### config.mk
export PLATFORM = sky130hd
export DESIGN_NAME = iurt_up_arbiter_flat
export DESIGN_NICKNAME = d
export VERILOG_FILES = /design/src/rtl/iurt_pkg.sv /design/src/rtl/iurt_up_arbiter_if.sv /design/src/rtl/iurt_rr_pick.sv /design/src/rtl/iurt_up_arbiter.sv /design/src/flat_wrapper.sv
export SDC_FILE = /design/constraint.sdc
export NUM_CORES = 1
export LEC_CHECK = 0
export CELL_PAD_IN_SITES_DETAIL_PLACEMENT = 1
export CELL_PAD_IN_SITES_GLOBAL_PLACEMENT = 1
export CORE_ASPECT_RATIO = 1.2
export CORE_UTILIZATION = 37
export DETAILED_ROUTE_END_ITERATION = 12
export GPL_TIMING_DRIVEN = 1
export PLACE_DENSITY = 0.79
export SYNTH_ARGS = -nofsm -noshare
export SYNTH_HDL_FRONTEND = slang
export SYNTH_SLANG_ARGS = --single-unit
export TNS_END_PERCENT = 100
### constraint.sdc
create_clock -name clk -period 3.95 [get_ports clk]
set_input_delay 0.395 -clock clk [delete_from_list [all_inputs] [get_ports clk]]
set_output_delay 0.395 -clock clk [all_outputs]
set_load 0.02 [all_outputs]
### src/rtl/iurt_pkg.sv
// iurt_pkg: shared types and constants for the upstream byte arbiter.
package iurt_pkg;
   typedef enum logic [1:0] {ST_IDLE, ST_HEADER, ST_DATA} state_t;
   localparam logic [4:0] HDR_PREFIX = 5'b11111;
   function automatic int burst_cnt_w(input int max_burst);
      return $clog2(max_burst + 1);
   endfunction
endpackage

### src/rtl/iurt_up_arbiter_if.sv
// iurt_up_arbiter_if: requester and upstream handshake bundle of the arbiter.
interface iurt_up_arbiter_if #(parameter int N = 4);
   logic [N-1:0]   req_valid;
   logic [8*N-1:0] req_data;
   logic [N-1:0]   req_ready;
   logic           data_up_ready;
   logic           data_up_valid;
   logic [7:0]     data_up;
   logic [N-1:0]   grant;
   modport master (
      input  req_valid, req_data, data_up_ready,
      output req_ready, data_up_valid, data_up, grant
   );
   modport slave (
      output req_valid, req_data, data_up_ready,
      input  req_ready, data_up_valid, data_up, grant
   );
endinterface

### src/rtl/iurt_rr_pick.sv
// iurt_rr_pick: combinational round-robin picker, scans last+1, last+2, ... modulo N.
module iurt_rr_pick #(
   parameter int N  = 4,
   parameter int IW = $clog2(N)
) (
   input  logic [N-1:0]  req,
   input  logic [IW-1:0] last,
   output logic [N-1:0]  win,
   output logic [IW-1:0] win_idx
);
   logic [IW-1:0] j;
   // Scanning from the farthest offset down lets the nearest requester overwrite.
   always_comb begin
      win = '0;
      win_idx = '0;
      j = '0;
      for (int k = N; k >= 1; k--) begin
         j = IW'((int'(last) + k) % N);
         if (req[j]) begin
            win = '0;
            win[j] = 1'b1;
            win_idx = j;
         end
      end
   end
endmodule

### src/rtl/iurt_up_arbiter.sv
// iurt_up_arbiter: shares one registered upstream byte channel among N requesters,
// with round-robin bursts, optional channel header bytes and a one-cycle gap between pulses.
module iurt_up_arbiter
   import iurt_pkg::*;
#(
   parameter int N         = 4,
   parameter int MAX_BURST = 16,
   parameter int HEADER_EN = 1
) (
   input logic             clk,
   input logic             rst_n,
   input logic             ce,
   iurt_up_arbiter_if.master bus
);
   localparam int IW = $clog2(N);
   localparam int BW = burst_cnt_w(MAX_BURST);
   state_t        state;
   logic [N-1:0]  grant_q, pick;
   logic [IW-1:0] cur, last_grant, last_sent, pick_idx;
   logic          sent_vld;
   logic [BW-1:0] burst;
   logic [7:0]    hold, up_data, sel_data;
   logic          hold_full, gap, up_valid;
   logic          sel_valid, room, send;
   iurt_rr_pick #(.N(N), .IW(IW)) u_pick (
      .req     (bus.req_valid),
      .last    (last_grant),
      .win     (pick),
      .win_idx (pick_idx)
   );
   always_comb begin
      sel_data = '0;
      for (int i = 0; i < N; i++) sel_data = grant_q[i] ? bus.req_data[8*i +: 8] : sel_data;
   end
   assign sel_valid         = |(bus.req_valid & grant_q);
   assign room              = (state == ST_DATA) & ~hold_full & (burst < BW'(MAX_BURST));
   assign send              = bus.data_up_ready & hold_full & ~gap;
   assign bus.req_ready     = room ? grant_q : '0;
   assign bus.grant         = grant_q;
   assign bus.data_up_valid = up_valid;
   assign bus.data_up       = up_data;
   // Accept and release are mutually exclusive, and neither can coincide with a send
   // because both require an empty holding register.
   always_ff @(posedge clk or negedge rst_n) begin
      if (!rst_n) begin
         state      <= ST_IDLE;
         grant_q    <= '0;
         cur        <= '0;
         last_grant <= IW'(N - 1);
         last_sent  <= '0;
         sent_vld   <= 1'b0;
         burst      <= '0;
         hold       <= '0;
         hold_full  <= 1'b0;
         gap        <= 1'b0;
         up_valid   <= 1'b0;
         up_data    <= '0;
      end else if (!ce) begin
         up_valid <= 1'b0;
      end else begin
         up_valid <= send;
         gap      <= send;
         if (send) begin
            up_data   <= hold;
            hold_full <= 1'b0;
         end
         case (state)
            ST_IDLE: if (|bus.req_valid) begin
               grant_q <= pick;
               cur     <= pick_idx;
               burst   <= '0;
               if (HEADER_EN != 0 && (!sent_vld || pick_idx != last_sent)) begin
                  hold      <= {HDR_PREFIX, 3'(pick_idx)};
                  hold_full <= 1'b1;
                  state     <= ST_HEADER;
               end else begin
                  state <= ST_DATA;
               end
            end
            ST_HEADER: if (send) begin
               state     <= ST_DATA;
               last_sent <= cur;
               sent_vld  <= 1'b1;
            end
            ST_DATA: if (sel_valid && room) begin
               hold      <= sel_data;
               hold_full <= 1'b1;
               burst     <= burst + 1'b1;
            end else if (!hold_full && (!sel_valid || burst == BW'(MAX_BURST))) begin
               last_grant <= cur;
               grant_q    <= '0;
               state      <= ST_IDLE;
            end
            default: state <= ST_IDLE;
         endcase
      end
   end
endmodule
### src/flat_wrapper.sv
// flat-port wrapper written by rule: the top's interface ports become plain ports
module iurt_up_arbiter_flat import iurt_pkg::*;
#(
   parameter int N         = 4,
   parameter int MAX_BURST = 16,
   parameter int HEADER_EN = 1
)
  (clk, rst_n, ce, bus_req_valid, bus_req_data, bus_data_up_ready, bus_req_ready, bus_data_up_valid, bus_data_up, bus_grant);
  iurt_up_arbiter_if #(.N(N)) bus_i ();
  input logic clk;
  input logic rst_n;
  input logic ce;
  input wire logic [$bits(bus_i.req_valid)-1:0] bus_req_valid;
  input wire logic [$bits(bus_i.req_data)-1:0] bus_req_data;
  input wire logic [$bits(bus_i.data_up_ready)-1:0] bus_data_up_ready;
  output wire logic [$bits(bus_i.req_ready)-1:0] bus_req_ready;
  output wire logic [$bits(bus_i.data_up_valid)-1:0] bus_data_up_valid;
  output wire logic [$bits(bus_i.data_up)-1:0] bus_data_up;
  output wire logic [$bits(bus_i.grant)-1:0] bus_grant;
  assign bus_i.req_valid = bus_req_valid;
  assign bus_i.req_data = bus_req_data;
  assign bus_i.data_up_ready = bus_data_up_ready;
  assign bus_req_ready = bus_i.req_ready;
  assign bus_data_up_valid = bus_i.data_up_valid;
  assign bus_data_up = bus_i.data_up;
  assign bus_grant = bus_i.grant;
  iurt_up_arbiter #(.N(N), .MAX_BURST(MAX_BURST), .HEADER_EN(HEADER_EN)) u_core (.clk(clk), .rst_n(rst_n), .ce(ce), .bus(bus_i));
endmodule
==> results of run 1 <==
==> power by group <==
group,total [mW],switching (mW),internal (mW)
clock network,0.337,0.131,0.206
registers,0.681,0.165,0.516
logic,1.12,0.599,0.517
total,2.13,0.895,1.24
==> cell families (layout without fill, tap and decap cells) <==
kind of cell | Yosys count | after routing | share of synthesized area [%]
mux | 18 | 18 | 9.897
xor+xnor | 3 | 3 | 1.461
fa+ha+maj | 10 | 10 | 5.408
flops | 37 | 37 | 40.13
simple gates | 71 | 71 | 15.79
compound gates | 74 | 74 | 23.09
buf+inv | 24 | 81 | 4.218
==> layer usage <==
metal / global-route usage (%) / up-vias
met1: 24.18 / 1029
li1: - / 984
met5: 0 / -
met4: 4.196 / 0
met2: 40.25 / 39
met3: 3.303 / 7
==> metrics by stage <==
step / std cells / utilization, % / power [mW] / hold slack, ps
floorplan: 237 / - / 1.409 / 99.41
global placement: 368 / 48.74 / 1.766 / 462.9
detailed placement: 368 / 48.74 / 1.810 / 472.2
CTS: 376 / 50.66 / 2.154 / 223.6
global route: 376 / 50.66 / 2.279 / 266.9
finish: 376 / 50.66 / 2.133 / 196.1
==> how the worst min path moves through the flow <==
stage | from | endpoint | slack, ps
after global placement | u_core.bus.data_up[6] | u_core.bus.data_up[6] | 460
after CTS | rst_n | u_core.bus.data_up[0] | 220
after floorplan | rst_n | u_core.burst[0] | 100
after detailed placement | u_core.bus.data_up[7] | u_core.bus.data_up[7] | 470
final | rst_n | u_core.bus.data_up[0] | 200
after global routing | rst_n | u_core.bus.data_up[0] | 270
==> worst max-delay path, cell delays in order, from the launching register on <==
cell and delay, ps:
dfstp_2 720, inv_1 200, ha_1 390, mux4_2 590, a211o_1 270, o211a_4 160
xor2_2 190, or3_1 390, a211o_1 260
==> cells in the final DEF, fill, tap and decap left out, types with 2 or more instances in the layout <==
cell and n:
a21oi_1 10, mux4_2 3, a22oi_1 6, nor3_1 7, a22o_1 6, and3_1 2, inv_1 14, dfstp_2 2
or3_1 3, dfrtp_1 35, o211ai_1 3, and2_1 4, a32oi_1 4, a221oi_1 6, a211o_1 2, nand4_1 2
or2_2 2, nor2_1 10, nand2b_1 2, o311ai_0 2, buf_4 3, xor2_1 2, mux2i_1 6, clkbuf_8 6
nand2_1 23, o21ai_0 22, clkdlybuf4s50_1 55, nor2b_1 11, a211oi_1 2, mux2_2 9, ha_1 10
==> area by class of cell <==
cell class | instances | area, sq um
tap | 82 | 102.6
multi-input combinational | 176 | 1287
timing repair buffer | 59 | 578.1
clock inverter | 1 | 30.03
fill | 705 | 2985
clock buffer | 7 | 86.33
inverter | 14 | 52.55
sequential | 37 | 928.4
==> registers in the layout (all words and copies together) (netlist names) <==
signal,count
u_core.last_sent,2
u_core.cur,2
u_core.last_grant,2
u_core.bus.data_up,8
u_core.bus.data_up_valid,1
u_core.bus.grant,4
u_core.sent_vld,1
u_core.hold_full,1
u_core.hold,8
u_core.burst,5
u_core.state,2
u_core.gap,1
==> impl_metrics.env, run 1 <==
export IMPL_stdcell_area_sq_um=3065
export IMPL_ys_flop_type="dfrtp_1"
export IMPL_coreArea_sq_um=6051
export IMPL_h_tree_depth=2
export IMPL_power_density_nw_per_um2=695.9
export IMPL_crit_arrival_ps=3460
export IMPL_setup_tns_ps=0
export IMPL_reg2reg_depth=8
export IMPL_io_buffers=56
export IMPL_r2r_slack_ps=660
export IMPL_synth_area_leader_cell="dfrtp_1"
export IMPL_avgSynthCellArea_sq_um=9.761
export IMPL_slew_viol_final=0
export IMPL_die_area_sq_um=6574
export IMPL_grt_max_degree=38
export IMPL_ys_ff_latch=37
export IMPL_holdBufCountCts=0
export IMPL_grt_pass1_wl_microns=10470
export IMPL_routedWlPerCell_microns=17.13
export IMPL_grt_pass1_vias=2127
export IMPL_final_antenna_net_count=0
export IMPL_yosys_warnings=0
export IMPL_final_min_period_over_clock_period_pct=83.17
export IMPL_worstHoldPathType="in2async"
export IMPL_finalHoldViolCount=0
export IMPL_area_growth_pct=32.50
export IMPL_worst_pin_slew_ps=807.4
export IMPL_cts_sinks=37
export IMPL_layout_drive_gt1_share_pct=11.22
export IMPL_met3_length_microns=220
export IMPL_die_w_microns=74.19
export IMPL_relSlewSlack_pct=46.17
export IMPL_rsz0062_at_grt="no"
export IMPL_die_h_microns=88.62
export IMPL_fp_row_count=31
export IMPL_syn_inst=237
export IMPL_synth_top_cell_area_share_pct=37.86
export IMPL_postCtsResizedCells=0
export IMPL_r2r_end="u_core.hold[1]"
export IMPL_yosysUniqueCellTypes=47
export IMPL_clkLatencyLatePin_ps=290
export IMPL_wl_met1_microns=2722
export IMPL_clock_skew_ps=9.042
export IMPL_finalWorstSetupSlack_ps=664.9
export IMPL_io_pins=57
export IMPL_dp_worst_setup_slack_ps=675.3
export IMPL_clkTransAtPathRegs_ps=70
export IMPL_vdd_drop_max_v=0.0003749
export IMPL_clockBufferDepth=2
export IMPL_ys_seq_area_share_pct=40.13
export IMPL_critPathKind="reg2reg"
export IMPL_antenna_found_initial=0
export IMPL_wl_microns=6442
export IMPL_synth_most_common_cell="dfrtp_1"
export IMPL_critPathCapture="u_core.hold[1]"
export IMPL_drcViolationCount=0
export IMPL_first_pass_iters=4
export IMPL_setup_viol=0
export IMPL_worstReg2RegStart="u_core.last_grant[0]"
export IMPL_root_buffer="clkbuf_8"
export IMPL_cts_buffers=5
export IMPL_gr_usage_all_layers_pct=20.98
export IMPL_startpoint="u_core.last_grant[0]"
export IMPL_syn_area_sq_um=2313
export IMPL_end_kind="register"
export IMPL_cts_tree="yes"
export IMPL_via_count=2059
export IMPL_wl_met2_microns=3443
export IMPL_synthArstFlopShare_pct=100.0
export IMPL_synth_area_leaders="dfrtp_1, ha_1, o21ai_0"
export IMPL_place_congestion=0.7738
export IMPL_hpwl_microns=5003
export IMPL_critPathLaunchType="register"
export IMPL_critPathMaxFanout=17
export IMPL_start_util_pct=38.23
export IMPL_synthTopCellsByCount="dfrtp_1, nand2_1, o21ai_0"
export IMPL_synth_edf_count=0
export IMPL_placed_area_sq_um=2949
export IMPL_num_antenna_cells=0
export IMPL_syn_num_nets=287
export IMPL_cp_required_ps=4130
export IMPL_fin_crit_ps=3285
export IMPL_max_freq_mhz=304.4
export IMPL_drt_iter0_drc=97
export IMPL_final_nets=343
export IMPL_cap_violations=0
export IMPL_viasPerCell=5.476
export IMPL_cts_setup_buffers=0
export IMPL_overflow=0
export IMPL_status="finished, final reports clean"
export IMPL_highest_layer="met4"
export IMPL_p_leak_nw=1.286
Note: power is estimated with default switching activity, not from simulation.
==> inputs of run 2 (changes only) <==
- CORE_UTILIZATION: 37 -> 34
- PLACE_DENSITY: 0.79 -> 0.77
- clock period: 3.95 -> 2.8 ns (I/O delays scaled with it)
==> impl_metrics.env, run 2 (synthesis results as in run 1) <==
export IMPL_final_nets=363
export IMPL_die_h_microns=92.36
export IMPL_h_tree_depth=2
export IMPL_place_congestion=0.8943
export IMPL_hpwl_microns=4976
export IMPL_overflow=0
export IMPL_coreArea_sq_um=6486
export IMPL_grt_pass1_vias=2274
export IMPL_rsz0062_at_grt="yes"
export IMPL_status="finished, final reports clean"
export IMPL_setup_tns_ps=0
export IMPL_finalWorstSetupSlack_ps=44.69
export IMPL_setup_viol=0
export IMPL_antenna_found_initial=0
export IMPL_clockBufferDepth=2
export IMPL_relSlewSlack_pct=53.60
export IMPL_end_kind="register"
export IMPL_area_growth_pct=39.32
export IMPL_viasPerCell=5.309
export IMPL_grt_pass1_wl_microns=11080
export IMPL_via_count=2113
export IMPL_r2r_end="u_core.hold[1]"
export IMPL_holdBufCountCts=0
export IMPL_cts_sinks=37
export IMPL_critPathKind="reg2reg"
export IMPL_worst_pin_slew_ps=693.5
export IMPL_wl_microns=6328
export IMPL_first_pass_iters=4
export IMPL_dp_worst_setup_slack_ps=18.16
export IMPL_routedWlPerCell_microns=15.90
export IMPL_power_density_nw_per_um2=970.0
export IMPL_layout_drive_gt1_share_pct=17.57
export IMPL_final_antenna_net_count=0
export IMPL_critPathLaunchType="register"
export IMPL_start_util_pct=35.67
export IMPL_p_leak_nw=1.372
export IMPL_cp_required_ps=2970
export IMPL_final_min_period_over_clock_period_pct=98.40
export IMPL_die_w_microns=77.30
export IMPL_power_mw=3.126
export IMPL_clkLatencyLatePin_ps=290
export IMPL_grt_max_degree=38
export IMPL_placed_area_sq_um=3124
export IMPL_crit_arrival_ps=2930
export IMPL_reg2reg_depth=8
export IMPL_num_antenna_cells=0
export IMPL_worstHoldPathType="in2async"
export IMPL_cts_tree="yes"
export IMPL_drcViolationCount=0
export IMPL_clkTransAtPathRegs_ps=70
export IMPL_finalHoldViolCount=0
export IMPL_gr_usage_all_layers_pct=19.57
export IMPL_layout_common_cells="clkdlybuf4s50_1, dfrtp_1, nand2_1, buf_4, o21ai_0"
export IMPL_cts_buffers=5
export IMPL_die_area_sq_um=7139
export IMPL_worstReg2RegStart="u_core.last_grant[1]"
export IMPL_drt_iter0_drc=93
export IMPL_r2r_slack_ps=40
export IMPL_fin_crit_ps=2755
export IMPL_fp_row_count=32
export IMPL_root_buffer="clkbuf_8"
export IMPL_io_buffers=56
export IMPL_stdcell_area_sq_um=3223
export IMPL_slew_viol_final=0
export IMPL_vdd_drop_max_v=0.0005470
export IMPL_io_pins=57
export IMPL_critPathMaxFanout=6
export IMPL_clock_skew_ps=7.112
export IMPL_cap_violations=0
export IMPL_final_core_util_pct=49.69
export IMPL_max_freq_mhz=362.9
export IMPL_final_common_cell="clkdlybuf4s50_1"
## run 2: repair_timing
| item | 4_1_cts | 5_1_grt |
|---|---|---|
| buffers inserted | 0 | 1 |
| cloned | 0 | 0 |
| hold endpoints to repair | 0 | 0 |
| gates resized for setup | 1 | 2 |
| pin swaps | 0 | 5 |
| endpoints found under the setup margin | 1 | 3 |
## run 2: power by group
group / leakage [nW] / switching, mW / internal [mW]
logic: 0.886 / 0.979 / 0.908
clock network: 0.0443 / 0.183 / 0.195
registers: 0.441 / 0.136 / 0.726
## run 2: layout make-up
class	instances	area, sq um
Fill cell	757	3263
Sequential cell	37	928.4
Timing Repair Buffer	79	733.2
Inverter	14	52.55
Tap cell	85	106.4
Multi-Input combinational cell	176	1316
Clock buffer	7	86.33
## run 2: routing by layer
layer / GRT usage (%) / wire length, microns
met3: 2.857 / 204
met2: 34.59 / 3155
met5: 0 / 0
met1: 24.78 / 2888
met4: 5.189 / 79
## run 2: how the worst max path moves through the flow
stage                                    start             end  slack (ps)  cells after the start
final                     u_core.last_grant[1]  u_core.hold[1]          40                      8
after global routing      u_core.last_grant[1]  u_core.hold[1]         -20                      8
after detailed placement  u_core.last_grant[0]  u_core.hold[1]          20                      8
after floorplan           u_core.last_grant[0]  u_core.hold[1]        -250                      9
after CTS                 u_core.last_grant[0]  u_core.hold[1]           7                      8
after global placement    u_core.last_grant[1]  u_core.hold[1]         100                      8
## run 2: through the flow
step           hold slack [ps]  std cells
2_1_floorplan           -15.59        237
3_3_place_gp             464.6        390
3_5_place_dp             472.3        390
4_1_cts                  440.8        397
5_1_grt                  468.5        398
6_report                 420.5        398
## run 2: critical path, cell delays in order, from the launching register on
cell and delay, ps:
dfstp_2 540, inv_2 50, ha_4 270, mux4_2 510
a211o_1 300, o211a_4 170, xor2_4 180, or3_4 350
a211o_1 270
==> inputs of run 3 (changes only) <==
==> constraint.sdc (replaced) <==
create_clock -name clk -period 2.8 [get_ports clk]
set_input_delay 0.28 -clock clk [delete_from_list [all_inputs] [get_ports clk]]
set_output_delay 0.28 -clock clk [all_outputs]
set_load 0.005 [all_outputs]
==> results of run 3 <==
Same layout as run 2 (identical final DEF). Status: finished, final reports clean.
Among the figures that moved: total power 3.126 mW -> 3.032 mW; worst IR drop on VDD 0.0005470 V -> 0.0005449 V
